`src/rtl/risc_pkg.sv`:
```
// Shared fetch-stage definitions: FSM state encoding, datapath width,
// sequential PC increment and default memory timeout.
package risc_pkg;

  typedef enum logic [1:0] {
    RESET_WAIT = 2'd0,
    FETCH      = 2'd1,
    ISSUE      = 2'd2
  } fetch_state_e;

  localparam int DATA_WIDTH     = 32;
  localparam int PC_INC         = 4;
  localparam int TIMEOUT_CYCLES = 15;

endpackage

```
`src/rtl/pc_next.sv`:
```
// Combinational next-PC: sequential or branch target, forced to word
// alignment, with a flag when the raw target was not word aligned.
module pc_next
  import risc_pkg::*;
#(
  parameter int W = DATA_WIDTH
) (
  input  logic [W-1:0] pc,
  input  logic [W-1:0] imm_op,
  input  logic         branch_taken,
  output logic [W-1:0] target,
  output logic         misaligned
);

  logic [W-1:0] sum;

  // Plain W-bit add: overflow wraps modulo 2^W by construction.
  assign sum        = pc + (branch_taken ? imm_op : W'(PC_INC));
  assign misaligned = |sum[1:0];
  assign target     = {sum[W-1:2], 2'b00};

endmodule

```
`src/rtl/pc_fetch.sv`:
```
// Instruction fetch stage: requests a word at pc, holds it for decode until
// the downstream stage accepts it, then steps or branches to the next pc.
module pc_fetch
  import risc_pkg::*;
#(
  parameter int                    Data_Width     = DATA_WIDTH,
  parameter logic [Data_Width-1:0] Reset_Vector   = '0,
  parameter int                    Timeout_Cycles = TIMEOUT_CYCLES
) (
  input  logic                  clk,
  input  logic                  rst_n,
  input  logic                  branch_taken,
  input  logic [Data_Width-1:0] imm_op,
  input  logic                  stall,
  input  logic [Data_Width-1:0] imem_rdata,
  input  logic                  imem_valid,
  output logic                  imem_req,
  output logic [Data_Width-1:0] imem_addr,
  output logic [Data_Width-1:0] pc,
  output logic [Data_Width-1:0] instr,
  output logic                  instr_valid,
  output logic                  fetch_err,
  output fetch_state_e          fsm_state
);

  // Handshakes: memory side is req/valid (valid only counts while imem_req=1);
  // decode side is instr_valid/!stall (the word is consumed on the cycle
  // instr_valid=1 and stall=0, and only then are branch_taken/imm_op used).

  localparam int CW = $clog2(Timeout_Cycles + 1);

  fetch_state_e          state_q, state_d;
  logic [Data_Width-1:0] pc_q, pc_d;
  logic [Data_Width-1:0] instr_q, instr_d;
  logic                  err_q, err_d;
  logic [CW-1:0]         cnt_q, cnt_d;
  logic [Data_Width-1:0] target;
  logic                  misaligned;

  pc_next #(.W(Data_Width)) u_pc_next (
    .pc           (pc_q),
    .imm_op       (imm_op),
    .branch_taken (branch_taken),
    .target       (target),
    .misaligned   (misaligned)
  );

  always_comb begin
    state_d = state_q;
    pc_d    = pc_q;
    instr_d = instr_q;
    err_d   = err_q;
    cnt_d   = cnt_q;
    case (state_q)
      RESET_WAIT: state_d = FETCH;
      FETCH: begin
        if (imem_valid) begin
          instr_d = imem_rdata;
          cnt_d   = '0;
          state_d = ISSUE;
        end else if (cnt_q == CW'(Timeout_Cycles - 1)) begin
          // Flag the slow memory but keep requesting the same address.
          err_d = 1'b1;
          cnt_d = '0;
        end else begin
          cnt_d = cnt_q + 1'b1;
        end
      end
      ISSUE: begin
        if (!stall) begin
          pc_d    = target;
          err_d   = err_q | misaligned;
          state_d = FETCH;
        end
      end
      default: state_d = RESET_WAIT;
    endcase
  end

  always_ff @(posedge clk) begin
    if (!rst_n) begin
      state_q <= RESET_WAIT;
      pc_q    <= Reset_Vector;
      instr_q <= '0;
      err_q   <= 1'b0;
      cnt_q   <= '0;
    end else begin
      state_q <= state_d;
      pc_q    <= pc_d;
      instr_q <= instr_d;
      err_q   <= err_d;
      cnt_q   <= cnt_d;
    end
  end

  assign imem_req    = (state_q == FETCH);
  assign imem_addr   = pc_q;
  assign pc          = pc_q;
  assign instr       = instr_q;
  assign instr_valid = (state_q == ISSUE);
  assign fetch_err   = err_q;
  assign fsm_state   = state_q;

endmodule

```
`config.mk`:
```
export PLATFORM = sky130hd
export DESIGN_NAME = pc_fetch
export DESIGN_NICKNAME = d
export VERILOG_FILES = /design/src/rtl/risc_pkg.sv /design/src/rtl/pc_next.sv /design/src/rtl/pc_fetch.sv
export SDC_FILE = /design/constraint.sdc
export NUM_CORES = 1
export LEC_CHECK = 0
export CELL_PAD_IN_SITES_DETAIL_PLACEMENT = 1
export CELL_PAD_IN_SITES_GLOBAL_PLACEMENT = 1
export CORE_MARGIN = 1
export CORE_UTILIZATION = 25
export DETAILED_ROUTE_END_ITERATION = 12
export PLACE_DENSITY_LB_ADDON = 0.15
export SYNTH_ARGS = -nofsm -noshare
export SYNTH_HDL_FRONTEND = slang
export SYNTH_SLANG_ARGS = --single-unit
```
`constraint.sdc`:
```
create_clock -name clk -period 3.06 [get_ports clk]
set_input_delay 0.612 -clock clk [delete_from_list [all_inputs] [get_ports clk]]
set_output_delay 0.612 -clock clk [all_outputs]
set_load 0.03 [all_outputs]
```
==> metrics, run 1 <==
multi-input gate area in the final layout=2930 um2; Die Y=138 um; Iteration-0 DRC Markers=191; synth unique cells=58; Ant. Diodes=0; top cell family by delay on the critical path=simple AND/OR/NAND/NOR gates; Hold Vio Cnt, Final=0; Die ar.=19,100 um2; clock tree from TritonCTS=yes; max incr delay on CP=0.52 ns; final worst slack=0.0943 ns; worst-case reg-to-reg path depth=11; root buffer cell=clkbuf_16; via count=4,878; fin area=7220 um2; main combinational cell family by area after synthesis=simple AND/OR/NAND/NOR gates; mux cell area share after synthesis=0.649%; Fill cells=2,151; Synth Area in XOR/XNOR=3.60%; post-placement worst setup slack=-0.518 ns; post-synthesis adder-cell area fraction=8.82%; worst hold path startpoint=instr[0]; routed len/inst=15.6 um; slowest CP cell=or4b_1; Post-Syn Area=4630 um2; Cells after Synth=601; Worst path most repeated cell=buf_4; Synth Area in Compound Gates=22.1%; Die W=138 um; worst hold stages=2; share of cells above drive strength 1=15.4%; clock skew=0.00663 ns; CTS Buffer Depth=2; CP Max Fanout=4; r2r endpoint=imem_addr[24]; Seq cells post-synth=69; unrepaired setup endpoints after global routing=yes; Area Overhead vs Synth=56.2%; vias in the first global route=5,207; cts-stage hold buffer count=0; syn avg cell area=7.70 um2; placed instance count=1,008; CTS sink cnt=69; Worst slew margin=64.5%; Nets=895; YS warnings=0; sequential fraction of the synthesis area=29.9%; clock latency at the later pin of the worst-skew pair=0.34 ns; Power Density=351 nW/um2; clock-pin slew on the worst setup and hold paths=0.06 ns; Worst EP arrival=3.25 ns; Main synth FF type=dfxtp_1; DRC=0; area of placed instances=6780 um2; Routed Antenna Nets=0; count of pins over their slew limit=0; Period minus WS final=2.97 ns; Total Routing Usage GR=17.1%; FF/Latch Area=1380 um2; fmax=337 MHz; HP Class=reg2reg; initial antenna violation count=0; LEAKAGE=2.87 nW; drt pass-1 iters=4; gpl congestion=0.852; # IOs=170; grt ovf=0; Initial Util=25.7%; Worst Setup End Kind=flip-flop; final core utilization=40.1%; Cell Chain, Critical Path=clkdlybuf4s50_1 > and2_4 > ha_4 > buf_4 > a31o_1 > o21ai_1 > buf_4 > o31ai_4 > nor2_2 > o21a_1 > or4b_1 > nand3_1; via density per instance=4.75; WP data required=3.34 ns; Worst Hold End=instr[0]; HPWL Detailed=12.2 mm; simple logic cell fraction of the synthesized area=25.6%; CTS buffer count=9; CP Class=in2reg; H-tree Lvls=3; Core Area=18,000 um2; Buf/Inv on CP=3; fin crit share=96.9%; VDD IR-drop max=0.238 mV; outcome=finished, final reports clean; Worst-Margin Slew=0.533 ns; endpoints failing setup=0; drt total wl=16.0 mm; largest net degree at the start of global routing=43; Setup crit start kind=input port; FF-to-FF setup slack=0.51 ns; maxcap violations=0; setup_tns=0 ns; Row Count=49; final cell count without fillers=1,028; beginning of the worst register-to-register path=imem_addr[2]; Async SR Flop Fraction=0%; buffers added on ports=165; global-route wire length before repair=26.5 mm; number of synthesized flops with an enable pin=0
registers in the layout (all words and copies together), names as in the netlist:
signal     count
cnt_q          4
fsm_state      2
fetch_err      1
imem_addr     30
instr         32
where the power goes:
| part | switching, W | internal [W] | total (W) |
|---|---|---|---|
| registers | 0.0000204 | 0.000927 | 0.000948 |
| clock network | 0.000437 | 0.000651 | 0.00109 |
| logic | 0.000254 | 0.000247 | 0.000501 |
| total | 0.000712 | 0.00182 | 0.00254 |
how the worst max path moves through the flow:
stage                       from       endpoint  slack, ns  depth (start not counted)
floorplan           branch_taken  imem_addr[25]       0.01                         13
global placement    branch_taken  imem_addr[24]      -0.44                         14
detailed placement  branch_taken  imem_addr[24]      -0.52                         14
CTS                    imm_op[2]  imem_addr[24]       0.03                         13
global route           imm_op[2]  imem_addr[24]      -0.05                         13
finish                 imm_op[6]  imem_addr[25]       0.09                         12
cell usage in the layout (no fill, tap or decap), types with 18 or more instances in the layout:
cell type	n
clkdlybuf4s50_1	162
nand2_1	122
buf_4	80
dfxtp_1	69
and2_1	41
a21boi_0	38
a21oi_1	33
o21ai_0	27
ha_1	25
nor2_1	18
cells in the mapped netlist (7+ instances only):
cell / count / area share [%]
xor2_1: 10 / 1.9
dfxtp_1: 69 / 30
a21o_1: 10 / 1.6
buf_2: 8 / 0.87
nand4_1: 9 / 1.2
and2_1: 44 / 6.0
nand3_1: 13 / 1.4
buf_4: 34 / 5.5
a21oi_1: 33 / 3.6
clkbuf_1: 24 / 1.9
nor2b_1: 7 / 0.95
a21boi_0: 38 / 6.2
nor3_1: 7 / 0.76
xnor2_1: 9 / 1.7
nor2_1: 19 / 1.5
o21ai_1: 11 / 1.2
o21ai_0: 27 / 2.9
inv_1: 8 / 0.65
ha_1: 31 / 8.4
nand2_1: 123 / 10
metrics by stage:
| step | power, W | hold slack [ns] |
|---|---|---|
| 6_report | 0.00254 | 0.464 |
| 2_1_floorplan | 0.00121 | 0.529 |
| 3_5_place_dp | 0.00146 | 0.456 |
| 5_1_grt | 0.00268 | 0.494 |
| 4_1_cts | 0.00257 | 0.472 |
| 3_3_place_gp | 0.00145 | 0.451 |
layer usage:
| layer | wire, um | vias to the layer above | global-route usage [%] |
|---|---|---|---|
| li1 | - | 2412 | - |
| met1 | 6860 | 2315 | 19.7 |
| met2 | 7680 | 136 | 29.6 |
| met3 | 1300 | 15 | 6.51 |
| met4 | 210 | 0 | 4.05 |
| met5 | 0 | - | 0 |
worst min-delay path, cell delays in order (launching register included):
cell	delay, ns
dfxtp_1	0.31
nand2_1	0.04
a21boi_0	0.07
repair_timing:
item,in CTS,in global routing
setup buffers,1,3
resized for setup,5,15
pin swaps,5,12
setup endpoints to repair,14,9
cell type report:
| cell class | instances | share of cell area [%] |
|---|---|---|
| clock buffer | 10 | 3.31 |
| clock inverter | 6 | 0.866 |
| inverter | 9 | 0.468 |
| multi-input combinational | 457 | 40.6 |
| sequential | 69 | 19.1 |
| tap | 229 | 3.97 |
| timing repair buffer | 248 | 31.7 |
cells by family after synthesis:
group / after synthesis
flip-flops: 69
AND/OR/NAND/NOR: 244
multiplexers: 3
XOR/XNOR: 19
other: 1
AO/OA/AOI/OAI: 155
adder cells (fa/ha/maj): 32
buffers and inverters: 78
(Power assumes the default switching activity.)
==> run 2, diff against run 1 <==
--- a/config.mk
+++ b/config.mk
@@ -9,5 +9,5 @@
 export CELL_PAD_IN_SITES_GLOBAL_PLACEMENT = 1
 export CORE_MARGIN = 1
-export CORE_UTILIZATION = 25
+export CORE_UTILIZATION = 29
 export DETAILED_ROUTE_END_ITERATION = 12
 export PLACE_DENSITY_LB_ADDON = 0.15
==> constraint.sdc (replaced) <==
create_clock -name clk -period 3.06 [get_ports clk]
set_input_delay 0.918 -clock clk [delete_from_list [all_inputs] [get_ports clk]]
set_output_delay 0.918 -clock clk [all_outputs]
set_load 0.03 [all_outputs]
==> run 2 against run 1 <==
Clock power grew 7%. Global-route usage grew 4.2 points. Cell count grew 1.2%. Critical path depth is 2 higher. Sequential cell count is the same. Clock-buffer cell count shrank 1. Maximum frequency fell by 2.1%. Sequential power hardly changed. Sequential share of layout area fell by 1.3 points. Combinational power is 8.2% higher. Setup slack worse by 0.065 ns. First-iteration DRC count fell by 18%. Critical endpoint is now imem_addr[24]. Largest cell class unchanged. Highest routed layer unchanged.
==> metrics, run 2 (same netlist as run 1, synthesis figures left out) <==
worst hold path startpoint=instr[14]; drt pass-1 iters=4 (unchanged); Die Y=128 um (-7.0%); clock-pin slew on the worst setup and hold paths=0.06 ns (about the same); Period minus WS final=3.03 ns (+0.0650 ns); FF-to-FF setup slack=0.44 ns (-0.07 ns); final core utilization=50.6% (+10 points); Core Area=15,400 um2 (-15%); met2 routed WL=8.76 mm (+14%); worst hold stages=2 (unchanged); Row Count=45 (-8.2%); PnR Total Power=0.00266 W (+4.9%); endpoints failing setup=0 (unchanged); met3 wire length=1.30 mm (+0.31%); Die W=128 um (-7.0%); CTS sink cnt=69 (unchanged); largest net degree at the start of global routing=52 (+21%); Hold Vio Cnt, Final=0 (unchanged); Worst EP arrival=3.26 ns (about the same); clock tree from TritonCTS=yes; fin area=7770 um2 (+7.6%); commonest cells after routing, fill and taps aside=clkdlybuf4s50_1 (147), nand2_1 (120), buf_4 (109), dfxtp_1 (69), a21boi_0 (38); HP Class=reg2reg; H-tree Lvls=3 (unchanged); top cell family by delay on the critical path=compound AO/OA/AOI/OAI gates; setup_tns=0 ns (unchanged); Iteration-0 DRC Markers=157 (-18%); maxcap violations=0 (unchanged); Worst-Margin Slew=0.510 ns (-0.0226 ns); LEAKAGE=3.10 nW (+8.0%); Nets=925 (+3.4%); Total Routing Usage GR=21.2% (+4.2 points); grt ovf=0 (unchanged); CTS buffer count=9 (unchanged); CP Class=in2reg; HPWL Detailed=12.3 mm (+0.92%); Worst slew margin=66.0% (+1.5 points); fin crit share=99.0% (+2.1 points); VDD IR-drop max=0.229 mV (-3.6%); Die ar.=16,500 um2 (-14%); worst-case reg-to-reg path depth=11 (unchanged); drt total wl=17.6 mm (+9.5%); Routed Antenna Nets=0 (unchanged); area of placed instances=6830 um2 (+0.79%); Initial Util=30.1% (+4.4 points); placed instance count=998 (-0.99%); cts-stage hold buffer count=0 (unchanged); Area Overhead vs Synth=68.0%; slowest CP cell=o31a_1; clock latency at the later pin of the worst-skew pair=0.34 ns (about the same); fmax=330 MHz (-2.1%); CTS Buffer Depth=2 (unchanged); gpl congestion=0.856 (+0.39%); DRC=0 (unchanged); Worst path most repeated cell=buf_12; via count=5,063 (+3.8%); Power Density=342 nW/um2 (-2.5%); share of cells above drive strength 1=24.7% (+9.3 points); outcome=finished, final reports clean; max FFs per register=32 (unchanged); routed len/inst=16.9 um (+8.2%); clock skew=0.00704 ns (+0.000404 ns); Top Metal Used=met4; WP data required=3.29 ns (-0.05 ns); global-route wire length before repair=27.4 mm (+3.2%); r2r endpoint=imem_addr[24]; Cell Chain, Critical Path=buf_12 > buf_12 > nand2b_4 > ha_4 > inv_2 > fa_2 > inv_1 > a21o_1 > a221o_1 > a41oi_2 > o31a_1 > nor2_2 > mux2i_1 > a311o_1; final cell count without fillers=1,040 (+1.2%); CP Max Fanout=11 (+7); buffers added on ports=165 (unchanged); via density per instance=4.87 (+2.6%); # IOs=170 (unchanged); vias in the first global route=5,385 (+3.4%); Worst Hold End=instr[14]; initial antenna violation count=0 (unchanged); root buffer cell=clkbuf_16; commonest non-fill, non-tap cell in the layout=clkdlybuf4s50_1; max incr delay on CP=0.38 ns (-0.14 ns); Worst Setup End Kind=flip-flop; beginning of the worst register-to-register path=imem_addr[2]; met1 wire length=7.22 mm (+5.3%); count of pins over their slew limit=0 (unchanged); Ant. Diodes=0 (unchanged); Setup crit start kind=input port; Buf/Inv on CP=4 (+1)
==> run 2: final cells by class <==
class | count | area [um2]
tap | 211 | 264
inverter | 9 | 33.8
timing repair buffer | 278 | 2510
clock buffer | 9 | 225
clock inverter | 7 | 98.8
sequential | 69 | 1380
fill | 1769 | 7600
multi-input combinational | 457 | 3260
==> run 2: timing repair <==
action | in CTS | in global routing
buffers inserted | 17 | 8
cloned | 2 | 0
endpoints found under the setup margin | 23 | 14
pin swaps | 52 | 23
resized for setup | 68 | 35
==> run 2: tightest hold or removal path: cells and delay by family, from the launching register on <==
kind	cells	cell delay (ns)
AOI/OAI and AO/OA	1	0.06
DFF	1	0.31
and+or+nand+nor	1	0.05
==> run 2: stage by stage <==
step | hold WS [ns] | worst slack [ns]
after floorplan | 0.529 | -0.245
after global placement | 0.450 | -0.684
after detailed placement | 0.457 | -0.778
after CTS | 0.466 | 0.00362
after global routing | 0.494 | -0.0851
final | 0.462 | 0.0293
==> run 2: how the worst max path moves through the flow <==
stage | from | endpoint | slack [ns] | cells past startpoint
floorplan | branch_taken | imem_addr[25] | -0.24 | 13
global placement | branch_taken | imem_addr[25] | -0.68 | 12
detailed placement | branch_taken | imem_addr[31] | -0.78 | 12
CTS | branch_taken | imem_addr[25] | 0.004 | 12
global route | imm_op[3] | imem_addr[24] | -0.09 | 12
finish | branch_taken | imem_addr[24] | 0.03 | 14
==> run 2: where the power goes <==
group	switching, W	internal [W]	leakage (nW)
Sequential	0.0000214	0.000927	0.560
Combinational	0.000273	0.000269	2.39
Clock	0.000453	0.000717	0.144
==> run 2: metal layers <==
metal  vias to the layer above  track usage (%)
met5                         -                0
met4                         0             5.81
met1                      2435             24.0
li1                       2468                -
met2                       143             37.7
met3                        17             7.26
==> run 3, diff against run 2 <==
==> constraint.sdc (replaced) <==
create_clock -name clk -period 3.06 [get_ports clk]
set_input_delay 0.918 -clock clk [delete_from_list [all_inputs] [get_ports clk]]
set_output_delay 0.918 -clock clk [all_outputs]
set_load 0.005 [all_outputs]
==> run 3 against run 2 <==
The flow now finishes with violations (setup timing). Die area is the same. Clock-buffer cell count up 2. Hold slack about the same. Critical path type unchanged. Largest power group unchanged. Highest routed layer is now met5.
==> metrics, run 3 (same netlist as run 1, synthesis figures left out) <==
via density per instance=4.93 (+1.4%); endpoints failing setup=1 (+1); count of pins over their slew limit=0 (unchanged); gpl congestion=0.861 (+0.69%); clock tree from TritonCTS=yes; beginning of the worst register-to-register path=imem_addr[2]; DRC=0 (unchanged); violated checks=setup timing; via count=5,117 (+1.1%); routed len/inst=16.8 um (-0.59%); FF-to-FF setup slack=0.46 ns (+0.02 ns); clock skew=0.00394 ns (-0.00310 ns); # IOs=170 (unchanged); Ant. Diodes=0 (unchanged); Die Y=128 um (unchanged); drt total wl=17.4 mm (-0.88%); buffers added on ports=165 (unchanged); commonest non-fill, non-tap cell in the layout=clkdlybuf4s50_1; final worst slack=-0.0139 ns (-0.0432 ns); root buffer cell=clkbuf_16; outcome=finished, violations left; drt pass-1 iters=4 (unchanged); Setup crit start kind=input port; Total Routing Usage GR=21.3% (+0.045 points); Worst Setup End Kind=flip-flop; Seq pwr share=38.7% (+3.0 points); r2r endpoint=imem_addr[24]; initial antenna violation count=1 (+1); CP Class=in2reg; Die W=128 um (unchanged); unrepaired setup endpoints after global routing=yes; max FFs per register=32 (unchanged); HP Class=reg2reg; area of placed instances=6850 um2 (+0.27%); Comb power frac=19.7% (-0.7 points); commonest cells after routing, fill and taps aside=clkdlybuf4s50_1 (145), nand2_1 (120), buf_4 (104), dfxtp_1 (69), a21boi_0 (38); LEAKAGE=3.12 nW (+0.59%); Iteration-0 DRC Markers=150 (-4.5%); VDD IR-drop max=0.246 mV (+7.3%); grt ovf=0 (unchanged); CTS buffer count=9 (unchanged); largest net degree at the start of global routing=37 (-29%); Die ar.=16,500 um2 (unchanged); Worst EP arrival=3.32 ns (+0.06 ns); Period minus WS final=3.07 ns (+0.0432 ns); fmax=325 MHz (-1.4%); power share of the clock group=41.6% (-2.4 points); Initial Util=30.1% (unchanged); CP Max Fanout=6 (-5); setup_tns=-0.0139 ns (-0.0139 ns); CTS Buffer Depth=2 (unchanged); sw power=0.000654 W (-12%); fin area=7720 um2 (-0.60%); H-tree Lvls=3 (unchanged); cts-stage hold buffer count=0 (unchanged); worst setup path end=imem_addr[18]; WP data required=3.30 ns (about the same); worst-case reg-to-reg path depth=11 (unchanged); CTS sink cnt=69 (unchanged); share of cells above drive strength 1=24.7% (-0.031 points); Pint=0.00180 W (-6.1%); clock latency at the later pin of the worst-skew pair=0.34 ns (about the same); maxcap violations=0 (unchanged); clock-pin slew on the worst setup and hold paths=0.06 ns (about the same); Core Area=15,400 um2 (unchanged); Routed Antenna Nets=0 (unchanged); Setup crit start=branch_taken; Nets=922 (-0.32%); global-route wire length before repair=27.4 mm (about the same); fin crit share=100% (+1.4 points); HPWL Detailed=12.5 mm (+1.4%); Row Count=45 (unchanged); Sw Ratio=26.7% (-1.4 points); Area Overhead vs Synth=67.0%; Hold Vio Cnt, Final=0 (unchanged); vias in the first global route=5,432 (+0.87%); Power Density=317 nW/um2 (-7.3%)
## run 3: cell type report
type / count / area [um2]
Fill cell: 1829 / 7650
Multi-Input combinational cell: 457 / 3250
Timing Repair Buffer: 275 / 2510
Sequential cell: 69 / 1380
Tap cell: 211 / 264
Clock buffer: 11 / 253
Clock inverter: 5 / 33.8
Inverter: 9 / 33.8
## run 3: worst min path at each step
| stage | slack, ns | cells after the start | startpoint | to |
|---|---|---|---|---|
| global route | 0.49 | 2 | instr[5] | instr[5] |
| floorplan | 0.46 | 2 | instr[0] | instr[0] |
| detailed placement | 0.46 | 2 | instr[0] | instr[0] |
| global placement | 0.45 | 2 | instr[6] | instr[6] |
| CTS | 0.47 | 2 | instr[9] | instr[9] |
| finish | 0.46 | 2 | instr[9] | instr[9] |
## run 3: metal layers
| metal | global-route usage [%] | share of wire (%) | vias up |
|---|---|---|---|
| met3 | 7.30 | 7.9 | 30 |
| li1 | - | - | 2464 |
| met1 | 23.8 | 41 | 2454 |
| met2 | 37.6 | 49 | 167 |
| met4 | 6.85 | 2.2 | 2 |
| met5 | 0 | 0.075 | - |
## run 3: metrics by stage
stage          std cells  setup slack [ns]  power, W  hold WS [ns]  utilization (%)
6_report            1037           -0.0139   0.00245         0.462             50.3
5_1_grt             1037           -0.0721   0.00257         0.489             50.3
4_1_cts             1028           -0.0683   0.00246         0.467             48.7
3_5_place_dp        1000            -0.774   0.00139         0.459             44.6
3_3_place_gp        1000            -0.677   0.00138         0.449             44.6
2_1_floorplan        604            -0.243   0.00115         0.460                -
## run 3: power groups by stage
stage / sequential [W] / clock, W / combinational (W)
2_1_floorplan: 0.000967 / 0 / 0.000180
3_3_place_gp: 0.000965 / 0 / 0.000415
3_5_place_dp: 0.000967 / 0 / 0.000424
4_1_cts: 0.000948 / 0.00105 / 0.000462
5_1_grt: 0.000952 / 0.00110 / 0.000524
6_report: 0.000948 / 0.00102 / 0.000482
## run 3: timing repair
item,in CTS,in global routing
gates cloned,2,0
pin swaps,39,37
endpoints found under the setup margin,23,21
buffers inserted,10,9
resized for setup,68,43
## run 3: worst max-delay path: stages
cell and delay, ns:
buf_12 0.11, buf_8 0.13, and2_4 0.14, ha_4 0.21, buf_4 0.13, buf_4 0.16, a21oi_1 0.25, o21ai_2 0.12
nor2b_1 0.15, a211o_1 0.28, a31o_4 0.26, buf_4 0.14, xnor2_1 0.12, o21ai_1 0.21
